## config.mk

```make
export PLATFORM = sky130hd
export DESIGN_NAME = mole_spawner
export DESIGN_NICKNAME = d
export VERILOG_FILES = /design/src/rtl/mole_spawner_pkg.sv /design/src/rtl/mole_tick_timer.sv /design/src/rtl/mole_spawner.sv
export SDC_FILE = /design/constraint.sdc
export NUM_CORES = 1
export LEC_CHECK = 0
export ABC_AREA = 1
export BUFFER_PORTS_ARGS = -buffer_cell sky130_fd_sc_hd__buf_2
export CAP_MARGIN = 20
export CORE_ASPECT_RATIO = 2
export CORE_MARGIN = 10
export CORE_UTILIZATION = 35
export CTS_BUF_LIST = sky130_fd_sc_hd__clkbuf_4 sky130_fd_sc_hd__clkbuf_8
export DETAILED_ROUTE_END_ITERATION = 10
export HOLD_SLACK_MARGIN = 0.02
export PLACE_DENSITY = 0.52
export SETUP_SLACK_MARGIN = 0.15
export SKIP_LAST_GASP = 1
export SYNTH_ARGS = -nofsm -noshare
export SYNTH_HDL_FRONTEND = slang
export SYNTH_SLANG_ARGS = --single-unit
```

## constraint.sdc

```tcl
create_clock -name clk -period 1.78 [get_ports clk]
set_input_delay 0.178 -clock clk [delete_from_list [all_inputs] [get_ports clk]]
set_output_delay 0.178 -clock clk [all_outputs]
set_load 0.005 [all_outputs]
```

## src/rtl/mole_spawner_pkg.sv

```systemverilog
// rtl/mole_spawner_pkg.sv - shared state encodings and defaults for the whack-a-mole blocks
// Build option: NO_REPEAT_EN (consumed by mole_spawner).
package mole_spawner_pkg;

    localparam int N_MOLES_DEF = 7;
    localparam int IDX_W_DEF   = 4;

    typedef enum logic [1:0] {
        ST_IDLE = 2'd0,
        ST_UP   = 2'd1,
        ST_COOL = 2'd2
    } state_t;

endpackage

```

## src/rtl/mole_tick_timer.sv

```systemverilog
// rtl/mole_tick_timer.sv - loadable tick-driven down-timer
// expire is combinational; the count never wraps below 1.
module mole_tick_timer #(
    parameter int TMR_W = 8
) (
    input  logic             clk,
    input  logic             clr,
    input  logic             load,
    input  logic [TMR_W-1:0] load_val,
    input  logic             tick,
    output logic             expire
);

    logic [TMR_W-1:0] cnt_q;
    logic [TMR_W-1:0] cnt_d;

    always_comb begin
        cnt_d = cnt_q;
        if (load) begin
            cnt_d = load_val;
        end else if (tick && (cnt_q > TMR_W'(1))) begin
            cnt_d = cnt_q - TMR_W'(1);
        end
    end

    always_ff @(posedge clk or posedge clr) begin
        if (clr) begin
            cnt_q <= '0;
        end else begin
            cnt_q <= cnt_d;
        end
    end

    assign expire = tick && (cnt_q == TMR_W'(1));

endmodule

```

## src/rtl/mole_spawner.sv

```systemverilog
// rtl/mole_spawner.sv - picks, shows and times out one mole, judges presses, then cools down
// Build option: NO_REPEAT_EN avoids raising the same mole twice in a row.
module mole_spawner
    import mole_spawner_pkg::*;
#(
    parameter int N_MOLES    = N_MOLES_DEF,
    parameter int IDX_W      = IDX_W_DEF,
    parameter int TMR_W      = 8,
    parameter int UP_TICKS   = 20,
    parameter int COOL_TICKS = 4
) (
    input  logic               clk,
    input  logic               clr,
    input  logic               en,
    input  logic               tick,
    input  logic [IDX_W-1:0]   i_idx,
    input  logic [N_MOLES-1:0] i_btn,
    output logic [N_MOLES-1:0] o_mole,
    output logic               o_hit,
    output logic               o_miss,
    output logic               o_busy
);

    localparam logic [TMR_W-1:0]   UP_VAL   = TMR_W'(UP_TICKS);
    localparam logic [TMR_W-1:0]   COOL_VAL = TMR_W'(COOL_TICKS);
    localparam logic [N_MOLES-1:0] ONE_HOT0 = N_MOLES'(1);

    state_t             state_q, state_d;
    logic [N_MOLES-1:0] mole_q, mole_d;
    logic               hit_q, hit_d;
    logic               miss_q, miss_d;
    logic [IDX_W-1:0]   sel_raw, sel;
    logic               tmr_load;
    logic [TMR_W-1:0]   tmr_val;
    logic               tmr_expire;
    logic               judged;

`ifdef NO_REPEAT_EN
    logic [IDX_W-1:0]   last_q, last_d;

    always_comb begin
        sel_raw = (i_idx >= IDX_W'(N_MOLES)) ? '0 : i_idx;
        sel     = sel_raw;
        if (sel_raw == last_q) begin
            sel = (sel_raw == IDX_W'(N_MOLES - 1)) ? '0 : sel_raw + IDX_W'(1);
        end
    end

    always_ff @(posedge clk or posedge clr) begin
        if (clr) begin
            last_q <= '0;
        end else begin
            last_q <= last_d;
        end
    end
`else
    always_comb begin
        sel_raw = (i_idx >= IDX_W'(N_MOLES)) ? '0 : i_idx;
        sel     = sel_raw;
    end
`endif

    mole_tick_timer #(.TMR_W(TMR_W)) u_timer (
        .clk      (clk),
        .clr      (clr),
        .load     (tmr_load),
        .load_val (tmr_val),
        .tick     (tick),
        .expire   (tmr_expire)
    );

    // In UP the raised mole is held one-hot in mole_q, so it doubles as the button mask.
    always_comb begin
        state_d  = state_q;
        mole_d   = mole_q;
        hit_d    = 1'b0;
        miss_d   = 1'b0;
        tmr_load = 1'b0;
        tmr_val  = UP_VAL;
        judged   = 1'b0;
`ifdef NO_REPEAT_EN
        last_d   = last_q;
`endif
        case (state_q)
            ST_IDLE: begin
                if (en) begin
                    mole_d   = ONE_HOT0 << sel;
                    tmr_load = 1'b1;
                    state_d  = ST_UP;
`ifdef NO_REPEAT_EN
                    last_d   = sel;
`endif
                end
            end
            ST_UP: begin
                if (!en) begin
                    state_d = ST_IDLE;
                    mole_d  = '0;
                end else if (|(i_btn & mole_q)) begin
                    hit_d  = 1'b1;
                    judged = 1'b1;
                end else if ((|i_btn) || tmr_expire) begin
                    miss_d = 1'b1;
                    judged = 1'b1;
                end
                if (judged) begin
                    mole_d   = '0;
                    tmr_load = 1'b1;
                    tmr_val  = COOL_VAL;
                    state_d  = (COOL_TICKS == 0) ? ST_IDLE : ST_COOL;
                end
            end
            ST_COOL: begin
                if (!en || tmr_expire) begin
                    state_d = ST_IDLE;
                end
            end
            default: begin
                state_d = ST_IDLE;
                mole_d  = '0;
            end
        endcase
    end

    always_ff @(posedge clk or posedge clr) begin
        if (clr) begin
            state_q <= ST_IDLE;
            mole_q  <= '0;
            hit_q   <= 1'b0;
            miss_q  <= 1'b0;
        end else begin
            state_q <= state_d;
            mole_q  <= mole_d;
            hit_q   <= hit_d;
            miss_q  <= miss_d;
        end
    end

    assign o_mole = mole_q;
    assign o_hit  = hit_q;
    assign o_miss = miss_q;
    assign o_busy = (state_q != ST_IDLE);

endmodule
```

* Word level (Yosys, flattened, before mapping)
Index checks and enable logic that the tools add are counted.
** Storage, ports and cells
- Register bits :: 19
- Output and inout port bits :: 10
- Input port bits :: 15
** Operators by class
- Bitwise logic cells :: 2
- Shifts and indexed selects :: 1
- $lt $le $gt $ge :: 2
- Reductions and logical operators :: 12
- Equal/unequal tests :: 6
- Muxes and demuxes :: 27
- Add/sub/neg operators :: 1
** Operators by type and width (number)
- 2-to-1 mux 7 bit :: 3
- case mux 7 bit (3 select lines) :: 1
- 2-to-1 mux 8 bit :: 2
- OR reduction 7 bit :: 2
- 2-to-1 mux 1 bit :: 12
- 2-to-1 mux 5 bit :: 2
- == test 8 x 1 -> 1 bit, second input constant :: 1
- > comparator 8 x 1 -> 1 bit, second input constant :: 1
- 2-to-1 mux 2 bit :: 4
- subtractor 8 x 1 -> 8 bit, second input constant :: 1
- AND 7 bit :: 1
- << shifter 1 x 4 -> 7 bit, first input constant :: 1
- case mux 2 bit (3 select lines) :: 1
- AND reduction 3 bit :: 2
- >= comparator 4 x 3 -> 1 bit, second input constant :: 1
- 2-to-1 mux 4 bit :: 1
- != test 2 bit, second input constant :: 2
- nonzero test 2 bit :: 2
- != test 3 bit, second input constant :: 1
- == test 2 x 1 -> 1 bit, second input constant :: 1
- == test 2 bit, second input constant :: 1
- logical AND 1 bit :: 2
- zero test 2 bit :: 1
- logical OR 1 bit :: 2
- 3 further kinds :: 3

* Longest topological paths before layout
Gate-level depths: netlist of the first run.
- Word-level depth :: 10
- Depth in mapped cells :: 11

* Cells and area by module
Synthesis of the first run repeated with hierarchy kept, for this count alone.
** Unflattened totals
- Cell total of the unflattened synthesis :: 187
- Area total of the unflattened synthesis :: 1337.5 um2
** By module, submodules not included
- mole_spawner :: area an instance 676.9 um2, cells each 95, instances 1
- mole_tick_timer :: area an instance 660.6 um2, cells each 92, instances 1

* Worst setup path after synthesis of the first run
OpenSTA, ideal clock, no wires.
- Path kind :: register -> register
- Start point :: register u_timer.cnt_q[0]
- End point :: register u_timer.cnt_q[4]
- Buffers on the path :: 0
- Required time :: 1657 ps
- Arrival time :: 1348 ps
- Cell stages (with the launch flop) :: 10
- Period minus slack after synthesis :: 1470 ps
- Slack :: 310 ps
- Path through :: dfrtp_1 inv_1 ha_1 nand3_2 nor2_2 nor2_2 nand2_1 nand2_1 nand3_1 nand2_1
** Between the ends
- Longest elaborated chain between the ends :: 10
- Elaborated cells on any way between the ends :: 17
** RTL lines
- from (decl) :: line mole_tick_timer.sv:14 : logic [TMR_W-1:0] cnt_q;
- from (signal assigned) :: line mole_tick_timer.sv:30 : cnt_q <= cnt_d;
- == test 8 x 1 -> 1 bit :: line mole_tick_timer.sv:34 : assign expire = tick && (cnt_q == TMR_W'(1));
- logical AND 1 bit :: line mole_tick_timer.sv:34
- logical OR 1 bit :: line mole_spawner.sv:102 : end else if ((|i_btn) || tmr_expire) begin
- 2-to-1 mux 1 bit :: line mole_spawner.sv:102
- 2-to-1 mux 1 bit :: line mole_spawner.sv:99 : end else if (|(i_btn & mole_q)) begin
- 2-to-1 mux 1 bit :: line mole_spawner.sv:96 : if (!en) begin
- 2-to-1 mux 1 bit :: line mole_spawner.sv:84 : case (state_q)
- 2-to-1 mux 1 bit / 2-to-1 mux 5 bit (equally long branches) :: line mole_spawner.sv:106 : if (judged) begin
- case mux 1 bit (2 select lines) / 2-to-1 mux 5 bit (equally long branches) :: line mole_spawner.sv:84
- 2-to-1 mux 8 bit / nonzero test 2 bit (equally long branches)
Several ways; a longest one is shown, not always the timed one. The select of a mux whose other input is x is not followed.
A chain may end at the register's enable or synchronous reset.

* Worst setup path after layout of the first run
- Start point :: register u_timer.cnt_q[1]
- End point :: register u_timer.cnt_q[1]
** Between the ends
- Longest elaborated chain between the ends :: 10
- Elaborated cells on any way between the ends :: 15
** RTL lines (line)
- == test 8 x 1 -> 1 bit :: mole_tick_timer.sv:34
- logical AND 1 bit :: mole_tick_timer.sv:34
- logical OR 1 bit :: mole_spawner.sv:102
- 2-to-1 mux 1 bit :: mole_spawner.sv:102
- 2-to-1 mux 1 bit :: mole_spawner.sv:99
- 2-to-1 mux 1 bit :: mole_spawner.sv:96
- 2-to-1 mux 1 bit :: mole_spawner.sv:84
- 2-to-1 mux 1 bit :: mole_spawner.sv:106
- case mux 1 bit (2 select lines) :: mole_spawner.sv:84
- 2-to-1 mux 8 bit / nonzero test 2 bit (equally long branches)
Several ways; a longest one is shown, not always the timed one. The select of a mux whose other input is x is not followed.

==> results.py, run 1 <==
metrics = {
    "critical_path": {
        "arrival_ns": 1.68,
        "path_class": "flop to flop",
        "critPathMaxFanout": 7,
        "path_buf_inv": 4,
        "required_ns": 1.94,
        "end_kind": "flop",
        "crit_family": "simple AND/OR/NAND/NOR gates",
        "critPathLaunchType": "flop",
        "cpPeakStageDelay_ns": 0.39,
        "worstPathCellList": "inv_1, ha_1, inv_1, nor2_4, nand3_4, nand2_1, nand2_2, nand2_4, inv_2, nand2_1, inv_1",
        "crit_top_cell": "inv_1",
        "cp_slowest_cell": "dfrtp_1",
    },
    "drt": {
        "wirelength_um": 3160,
        "wl_met1_um": 1100,
        "firstDrtPassIters": 4,
        "wl_per_cell_um": 13.1,
        "top_layer": "met4",
        "drt_iter0_drc": 27,
        "viasPerCell": 4.61,
        "wl_met3_um": 107,
        "vias": 1112,
        "drc": 0,
        "dr_wl_met2_um": 1900,
        "antenna_left": 0,
    },
    "final_layout": {
        "antennaDiodeCount": 0,
        "layout-drive-gt1-share_pct": 33.9,
        "fillCellCount": 401,
        "fin_nets": 210,
        "area_growth_pct": 19.0,
        "stdcell_count": 241,
    },
    "clock_network": {
        "cts_buffers": 3,
        "htree_levels": 1,
        "cts_tree": "done",
        "cts.sinks": 19,
        "holdBufCountCts": 0,
        "clk_latency_ns": 0.26,
        "clkTransAtPathRegs_ns": 0.07,
        "cts_setup_buffers": 0,
        "clk_path_buf_depth": 2,
        "cts_root_buffer": "clkbuf_8",
    },
    "sta": {
        "setup_ws_ns": 0.258,
        "worst_pin_slew_ns": 0.726,
        "setup_viol_count_final": 0,
        "rsz0062_at_grt": "yes",
        "period_minus_slack_ns": 1.52,
        "post-route-period-util_pct": 85.5,
        "drv_slew": 0,
        "max-slew-margin-rel_pct": 51.6,
        "finalSetupTns_ns": 0,
        "fmax_mhz": 657,
        "final_hold_viol_count": 0,
        "finClkSkew_ns": 0.00270,
    },
    "global_routing": {
        "antenna_found_initial": 0,
        "grt_pass1_wl_um": 5380,
        "grt_max_degree": 20,
        "grt_util_all_layers_pct": 9.80,
        "grt_pass1_vias": 1201,
        "overflow": 0,
    },
    "yosys": {
        "synth_area_sq_um": 1270,
        "synth_top_family_by_area": "simple AND/OR/NAND/NOR gates",
        "synth_edf_count": 0,
        "yosys-mux-area-fraction_pct": 0,
        "synth_cells": 165,
        "synth.avg_cell_area_sq_um": 7.72,
        "synth_fa_ha_area_share_pct": 1.96,
        "yosysUniqueCellTypes": 25,
        "ys_ff_latch": 19,
        "seq_area_frac_synth_pct": 37.3,
        "ys.flop_type": "dfrtp_1",
        "yosys_warnings": 0,
        "ys_async_sr_fraction_pct": 100,
        "synth_xor_area_share_pct": 0.688,
        "synth-simple-area-share_pct": 41.0,
        "synth_nets": 182,
        "synth_compound_area_share_pct": 9.53,
    },
    "placed_design": {
        "place_inst": 237,
        "preCtsSetupSlack_ns": 0.115,
        "hpwl_um": 2650,
        "io_buffers": 24,
        "gp_congestion": 0.846,
    },
    "run": {
        "drv_cap": 0,
    },
    "die": {
        "rows": 31,
        "io_pins": 25,
        "design.die.area_sq_um": 6600,
        "die_y_um": 105,
        "core-area_sq_um": 3570,
        "start_util_pct": 35.7,
        "die_w_um": 62.7,
    },
    "power_and_ir_drop": {
        "finalPower_mw": 1.52,
        "p_leak_nw": 0.813,
        "ir_drop_mv": 0.578,
        "powerDensity_nw_per_um2": 1010,
    },
    "min_path": {
        "hold_path_class": "input pin to asynchronous set/reset pin",
    },
    "run_status": {
        "outcome": "finished, final reports clean",
    },
}
-- cell families after synthesis --
kind of cell	Yosys count
simple gates	98
buf+inv	28
flops	19
compound gates	17
fa+ha+maj	2
xor+xnor	1
-- cell usage after synthesis, types with 3 or more instances --
cell type | count | area (sq um)
inv_2 | 4 | 15.0
dfrtp_1 | 19 | 475
nand4_1 | 7 | 43.8
nand3_1 | 10 | 50.1
nor2_1 | 16 | 60.1
a21oi_1 | 3 | 15.0
inv_1 | 23 | 86.3
o21ai_2 | 7 | 61.3
nand2_1 | 41 | 154
nor2_2 | 4 | 25.0
o21ai_0 | 3 | 15.0
nand2_2 | 10 | 62.6
-- stage by stage --
step	area [sq um]	hold slack, ns	utilization [%]
floorplan	1270	0.129	-
global placement	1440	0.336	40.2
finish	1520	0.0298	42.5
CTS	1480	0.0751	41.6
detailed placement	1440	0.352	40.2
global route	1520	0.0917	42.5
-- timing repair --
item	CTS	global route
pin swaps	0	1
resized for setup	1	7
endpoints found under the hold margin	0	0
setup endpoints to repair	3	15
gates cloned	0	0
-- where the power goes --
group | switching [mW] | internal (mW)
clock | 0.147 | 0.156
sequential | 0.0848 | 0.512
combinational | 0.407 | 0.216
-- final cells by class --
cell class / instances / area [sq um] / share of cell area (%)
multi-input cells: 118 / 711 / 46.9
flip-flops and latches: 19 / 475 / 31.4
repair buffers: 24 / 120 / 7.93
inverters: 27 / 101 / 6.69
well taps: 49 / 61.3 / 4.05
clock buffers: 3 / 41.3 / 2.73
clock inverters: 1 / 5.00 / 0.330
-- layer usage --
layer / global-route usage [%] / vias up
li1: - / 575
met1: 9.03 / 512
met2: 19.9 / 20
met3: 2.12 / 5
met4: 3.38 / 0
met5: 0 / -
-- state kept, by name, summed over array words and instances (netlist names) --
signal and count:
o_mole 7, state_q 2, o_hit 1, o_miss 1, u_timer.cnt_q 8
-- path summary, 6_finish.rpt --
| kind | from | to | slack (ns) | cells after the start |
|---|---|---|---|---|
| min in group clk | en | state_q[1] | 0.18 | 3 |
| setup / recovery | u_timer.cnt_q[1] | u_timer.cnt_q[1] | 0.26 | 11 |
| hold / removal | clr | u_timer.cnt_q[3] | 0.03 | 2 |
| hold reg to reg | o_mole[5] | o_mole[5] | 0.51 | 2 |
| setup reg to reg | u_timer.cnt_q[1] | u_timer.cnt_q[1] | 0.26 | 11 |
| max in group asynchronous | clr | u_timer.cnt_q[0] | 1.29 | 2 |
-- layout by cell type, fill, tap and decap left out, types with 3 or more instances in the layout --
cell / instances
inv_1: 22
buf_2: 24
nand2_1: 40
a21oi_1: 3
nand4_1: 7
inv_2: 5
o21ai_0: 3
dfrtp_1: 19
nand2_2: 10
nand3_1: 10
nor2_1: 16
clkbuf_8: 3
o21ai_2: 7
nor2_4: 3
Note: power is estimated with default switching activity, not from simulation.
==> run 2, diff against run 1 <==
--- a/config.mk
+++ b/config.mk
@@ -12,6 +12,7 @@
 export CORE_MARGIN = 10
 export CORE_UTILIZATION = 35
 export CTS_BUF_LIST = sky130_fd_sc_hd__clkbuf_4 sky130_fd_sc_hd__clkbuf_8
+export CTS_CLUSTER_SIZE = 14
 export DETAILED_ROUTE_END_ITERATION = 10
 export HOLD_SLACK_MARGIN = 0.02
 export PLACE_DENSITY = 0.52
==> constraint.sdc (replaced) <==
create_clock -name clk -period 1.78 [get_ports clk]
set_input_delay 0.089 -clock clk [delete_from_list [all_inputs] [get_ports clk]]
set_output_delay 0.089 -clock clk [all_outputs]
set_load 0.005 [all_outputs]
==> results.py, run 2 (synthesis gave the netlist of run 1 again) <==
metrics = {
    "run_status": {
        "outcome": "finished, final reports clean",
    },
    "drt": {
        "wl_per_cell_um": 13.0,
        "viasPerCell": 4.63,
        "vias": 1120,
        "antenna_left": 0,
        "firstDrtPassIters": 4,
        "wirelength_um": 3160,
        "drt_iter0_drc": 26,
        "drc": 0,
    },
    "sta": {
        "worst_pin_slew_ns": 0.725,
        "setup_viol_count_final": 0,
        "max-slew-margin-rel_pct": 51.6,
        "fmax_mhz": 657,
        "period_minus_slack_ns": 1.52,
        "drv_slew": 0,
        "finalSetupTns_ns": 0,
        "rsz0062_at_grt": "yes",
        "final_hold_viol_count": 0,
        "setup_ws_ns": 0.258,
        "post-route-period-util_pct": 85.5,
        "finClkSkew_ns": 0.00381,
    },
    "placed_design": {
        "io_buffers": 24,
        "preCtsSetupSlack_ns": 0.115,
        "hpwl_um": 2650,
        "place_inst": 237,
        "gp_congestion": 0.846,
    },
    "final_layout": {
        "final_common_cell": "nand2_1",
        "fin_nets": 211,
        "post-route-util_pct": 42.7,
        "mostFrequentLayoutCells": "nand2_1, buf_2, inv_1",
        "fillCellCount": 400,
        "largest_reg_flops": 8,
        "stdcell_count": 242,
        "antennaDiodeCount": 0,
        "layout-drive-gt1-share_pct": 33.7,
        "regMostFlops": "u_timer.cnt_q",
        "area_growth_pct": 19.7,
    },
    "min_path": {
        "hold_path_class": "input pin to flop",
        "hold_depth": 3,
        "min_from": "en",
        "min_to": "state_q[1]",
    },
    "die": {
        "die_y_um": 105,
        "rows": 31,
        "design.die.area_sq_um": 6600,
        "start_util_pct": 35.7,
        "io_pins": 25,
        "core-area_sq_um": 3570,
        "die_w_um": 62.7,
    },
    "clock_network": {
        "cts_tree": "done",
        "cts_setup_buffers": 0,
        "clk_path_buf_depth": 2,
        "cts.sinks": 19,
        "htree_levels": 1,
        "cts_buffers": 3,
        "clk_latency_ns": 0.25,
        "cts_root_buffer": "clkbuf_8",
        "clkTransAtPathRegs_ns": 0.07,
    },
    "critical_path": {
        "regToRegEndpoint": "u_timer.cnt_q[1]",
        "cpPeakStageDelay_ns": 0.39,
        "cp_slowest_cell": "dfrtp_1",
        "rrSetupSlack_ns": 0.26,
        "rr_worst_depth": 11,
        "rr_startpoint": "u_timer.cnt_q[1]",
        "crit_top_cell": "inv_1",
        "worstPathCellList": "inv_1, ha_1, inv_1, nor2_4, nand3_4, nand2_1, nand2_2, nand2_4, inv_2, nand2_1, inv_1",
        "crit_family": "simple AND/OR/NAND/NOR gates",
        "path_class": "flop to flop",
        "critPathLaunchType": "flop",
        "critPathMaxFanout": 7,
        "required_ns": 1.94,
        "arrival_ns": 1.68,
        "end_kind": "flop",
        "path_buf_inv": 4,
    },
    "power_and_ir_drop": {
        "powerDensity_nw_per_um2": 998,
        "comb_power_share_pct": 41.1,
        "p_int_mw": 0.885,
        "p_switching_mw": 0.636,
        "ir_drop_mv": 0.576,
        "p_leak_nw": 0.817,
        "p_seq_share_pct": 39.3,
        "power_frac_clock_pct": 19.6,
        "p_sw_share_pct": 41.8,
    },
    "run": {
        "drv_cap": 0,
    },
    "global_routing": {
        "grt_pass1_vias": 1207,
        "grt_util_all_layers_pct": 9.80,
        "overflow": 0,
        "grt_max_degree": 20,
        "grt_pass1_wl_um": 5380,
        "antenna_found_initial": 0,
    },
}
-- run 2: how the worst max path moves through the flow --
stage	from	to	slack, ns	cells past startpoint
6_report	u_timer.cnt_q[1]	u_timer.cnt_q[1]	0.26	11
3_5_place_dp	u_timer.cnt_q[0]	u_timer.cnt_q[4]	0.12	9
3_3_place_gp	u_timer.cnt_q[0]	u_timer.cnt_q[4]	0.22	9
5_1_grt	u_timer.cnt_q[1]	u_timer.cnt_q[1]	0.07	11
2_1_floorplan	u_timer.cnt_q[0]	u_timer.cnt_q[4]	0.31	9
4_1_cts	u_timer.cnt_q[0]	u_timer.cnt_q[4]	0.17	9
-- run 2: cell type report --
| cell class | count | area [sq um] | area share, % |
|---|---|---|---|
| clock buffer | 3 | 41.3 | 2.71 |
| clock inverter | 1 | 5.00 | 0.328 |
| inverter | 27 | 101 | 6.64 |
| multi-input combinational | 118 | 711 | 46.6 |
| sequential | 19 | 475 | 31.2 |
| tap | 49 | 61.3 | 4.02 |
| timing repair buffer | 25 | 130 | 8.53 |
-- run 2: through the flow --
step           area [sq um]  total power [mW]  hold WS [ns]
2_1_floorplan          1270              1.05        0.0401
3_3_place_gp           1440              1.18         0.247
3_5_place_dp           1440              1.20         0.263
4_1_cts                1490              1.51        0.0889
5_1_grt                1530              1.66         0.113
6_report               1530              1.52        0.0913
-- run 2: timing repair --
item | 4_1_cts | 5_1_grt
gates resized for setup | 1 | 7
setup endpoints to repair | 3 | 15
pin swaps | 0 | 1
hold buffers | 1 | 0
hold endpoints to repair | 19 | 0
-- run 2: worst register-to-register path: stages, from the launching register on --
cell and delay, ns:
dfrtp_1 0.39, inv_1 0.09, ha_1 0.16, inv_1 0.07, nor2_4 0.14, nand3_4 0.12
nand2_1 0.09, nand2_2 0.11, nand2_4 0.11, inv_2 0.04, nand2_1 0.05, inv_1 0.03
-- run 2: metal layers --
layer | share of wire, % | global-route usage [%] | up-vias | wire length, um
li1 | - | - | 578 | -
met1 | 35 | 9.03 | 519 | 1110
met2 | 60 | 19.9 | 19 | 1900
met3 | 3.2 | 2.12 | 4 | 102
met4 | 1.1 | 3.38 | 0 | 35
met5 | 0 | 0 | - | 0
-- run 2: power by group through the flow --
stage	registers, mW	clock network (mW)	logic, mW
2_1_floorplan	0.583	0	0.463
3_5_place_dp	0.602	0	0.594
6_report	0.597	0.299	0.625
3_3_place_gp	0.601	0	0.582
5_1_grt	0.613	0.333	0.716
4_1_cts	0.594	0.313	0.599
==> run 3, diff against run 2 <==
--- a/config.mk
+++ b/config.mk
@@ -7,7 +7,6 @@
 export LEC_CHECK = 0
 export ABC_AREA = 1
 export BUFFER_PORTS_ARGS = -buffer_cell sky130_fd_sc_hd__buf_2
-export CAP_MARGIN = 20
 export CORE_ASPECT_RATIO = 2
 export CORE_MARGIN = 10
 export CORE_UTILIZATION = 35
@@ -16,6 +15,7 @@
 export DETAILED_ROUTE_END_ITERATION = 10
 export HOLD_SLACK_MARGIN = 0.02
 export PLACE_DENSITY = 0.52
+export REMOVE_ABC_BUFFERS = 1
 export SETUP_SLACK_MARGIN = 0.15
 export SKIP_LAST_GASP = 1
 export SYNTH_ARGS = -nofsm -noshare
==> results.py, run 3 (synthesis gave the netlist of run 1 again) <==
metrics = {
    "sta": {
        "rsz0062_at_grt": "no",
        "finClkSkew_ns": 0.00205,
        "fmax_mhz": 658,
        "final_hold_viol_count": 0,
        "worst_pin_slew_ns": 0.738,
        "post-route-period-util_pct": 85.4,
        "setup_viol_count_final": 0,
        "drv_slew": 0,
        "finalSetupTns_ns": 0,
        "period_minus_slack_ns": 1.52,
        "max-slew-margin-rel_pct": 50.7,
    },
    "critical_path": {
        "critPathLaunchType": "flop",
        "end_kind": "flop",
        "path_class": "flop to flop",
        "regToRegEndpoint": "u_timer.cnt_q[4]",
        "critPathMaxFanout": 6,
        "required_ns": 1.92,
        "rr_worst_depth": 9,
        "rrSetupSlack_ns": 0.26,
        "arrival_ns": 1.66,
        "rr_startpoint": "u_timer.cnt_q[0]",
    },
    "min_path": {
        "hold_depth": 3,
        "min_from": "en",
        "hold_path_class": "input pin to flop",
        "min_to": "state_q[1]",
    },
    "die": {
        "io_pins": 25,
        "core-area_sq_um": 3570,
        "die_w_um": 62.7,
        "start_util_pct": 35.7,
        "design.die.area_sq_um": 6600,
        "rows": 31,
        "die_y_um": 105,
    },
    "drt": {
        "wirelength_um": 3140,
        "vias": 1128,
        "drc": 0,
        "wl_per_cell_um": 13.0,
        "drt_iter0_drc": 21,
        "viasPerCell": 4.66,
        "antenna_left": 0,
        "firstDrtPassIters": 5,
    },
    "global_routing": {
        "grt_max_degree": 20,
        "antenna_found_initial": 0,
        "grt_util_all_layers_pct": 9.73,
        "overflow": 0,
        "grt_pass1_wl_um": 5350,
        "grt_pass1_vias": 1174,
    },
    "power_and_ir_drop": {
        "finalPower_mw": 1.52,
        "p_leak_nw": 0.816,
        "p_seq_share_pct": 39.4,
        "p_switching_mw": 0.636,
        "powerDensity_nw_per_um2": 997,
        "p_sw_share_pct": 41.9,
        "ir_drop_mv": 0.485,
        "power_frac_clock_pct": 19.8,
        "comb_power_share_pct": 40.8,
        "p_int_mw": 0.883,
    },
    "run": {
        "drv_cap": 0,
    },
    "run_status": {
        "outcome": "finished, final reports clean",
    },
    "final_layout": {
        "mostFrequentLayoutCells": "nand2_1, buf_2, inv_1",
        "layout-drive-gt1-share_pct": 34.2,
        "stdcell_count": 242,
        "fin_nets": 211,
        "fillCellCount": 399,
        "area_growth_pct": 19.6,
        "final_common_cell": "nand2_1",
        "regMostFlops": "u_timer.cnt_q",
        "largest_reg_flops": 8,
        "antennaDiodeCount": 0,
    },
    "clock_network": {
        "clk_latency_ns": 0.25,
        "cts_root_buffer": "clkbuf_8",
        "clkTransAtPathRegs_ns": 0.07,
        "cts_tree": "done",
        "cts_buffers": 3,
        "htree_levels": 1,
        "clk_path_buf_depth": 2,
        "cts.sinks": 19,
    },
    "placed_design": {
        "gp_congestion": 0.832,
        "io_buffers": 24,
        "hpwl_um": 2640,
        "place_inst": 237,
    },
}
run 3: changes by cell type in the layout (fill, tap and decap cells not counted):
cell and change:
nand2_8 -1, nand2_1 -1, nand2_4 +2
run 3: layout make-up:
class | count | area [sq um] | area share [%]
multi-input cells | 118 | 709 | 46.6
flip-flops and latches | 19 | 475 | 31.2
repair buffers | 25 | 130 | 8.54
inverters | 27 | 101 | 6.65
well taps | 49 | 61.3 | 4.02
clock buffers | 3 | 41.3 | 2.71
clock inverters | 1 | 5.00 | 0.328
run 3: metal layers:
| metal | GRT usage, % | up-vias | wire, um |
|---|---|---|---|
| met5 | 0 | - | 0 |
| met4 | 3.86 | 0 | 44 |
| met3 | 1.48 | 5 | 80 |
| met2 | 19.7 | 25 | 1900 |
| met1 | 9.22 | 522 | 1110 |
| li1 | - | 576 | - |
run 3: worst max path at each step:
stage,cells after the start,from,endpoint,slack [ns]
2_1_floorplan,9,u_timer.cnt_q[0],u_timer.cnt_q[4],0.31
6_report,9,u_timer.cnt_q[0],u_timer.cnt_q[4],0.26
3_3_place_gp,9,u_timer.cnt_q[0],u_timer.cnt_q[4],0.21
5_1_grt,10,u_timer.cnt_q[1],u_timer.cnt_q[2],0.15
4_1_cts,9,u_timer.cnt_q[0],u_timer.cnt_q[4],0.19
3_5_place_dp,9,u_timer.cnt_q[0],u_timer.cnt_q[4],0.14
run 3: power groups by stage:
stage	Combinational, mW	Clock, mW	Sequential [mW]
after detailed placement	0.592	0	0.603
final	0.619	0.301	0.598
after global routing	0.710	0.328	0.609
after floorplan	0.447	0	0.583
after global placement	0.584	0	0.603
after CTS	0.599	0.307	0.595
run 3: repair_timing:
item                       4_1_cts  5_1_grt
gates resized for setup          1        8
hold endpoints to repair        19        0
buffers inserted                 0        0
gates cloned                     0        0
setup endpoints to repair        2       15
hold buffers                     1        0
run 3: critical path: stages (launching register included):
cell and delay, ns:
dfrtp_1 0.41, inv_2 0.10, ha_2 0.21, nand3_2 0.14, nor2_4 0.18, nor2_2 0.07, nand2_2 0.11, nand2_1 0.07
nand3_1 0.07, nand2_1 0.05
run 3: stage by stage:
step	worst slack, ns	cell area, sq um	hold slack [ns]	util (%)
after floorplan	0.310	1250	0.0401	-
final	0.260	1520	0.101	42.7
after global placement	0.213	1440	0.247	40.2
after detailed placement	0.136	1440	0.264	40.2
after global routing	0.153	1520	0.155	42.7
after CTS	0.187	1490	0.104	41.9
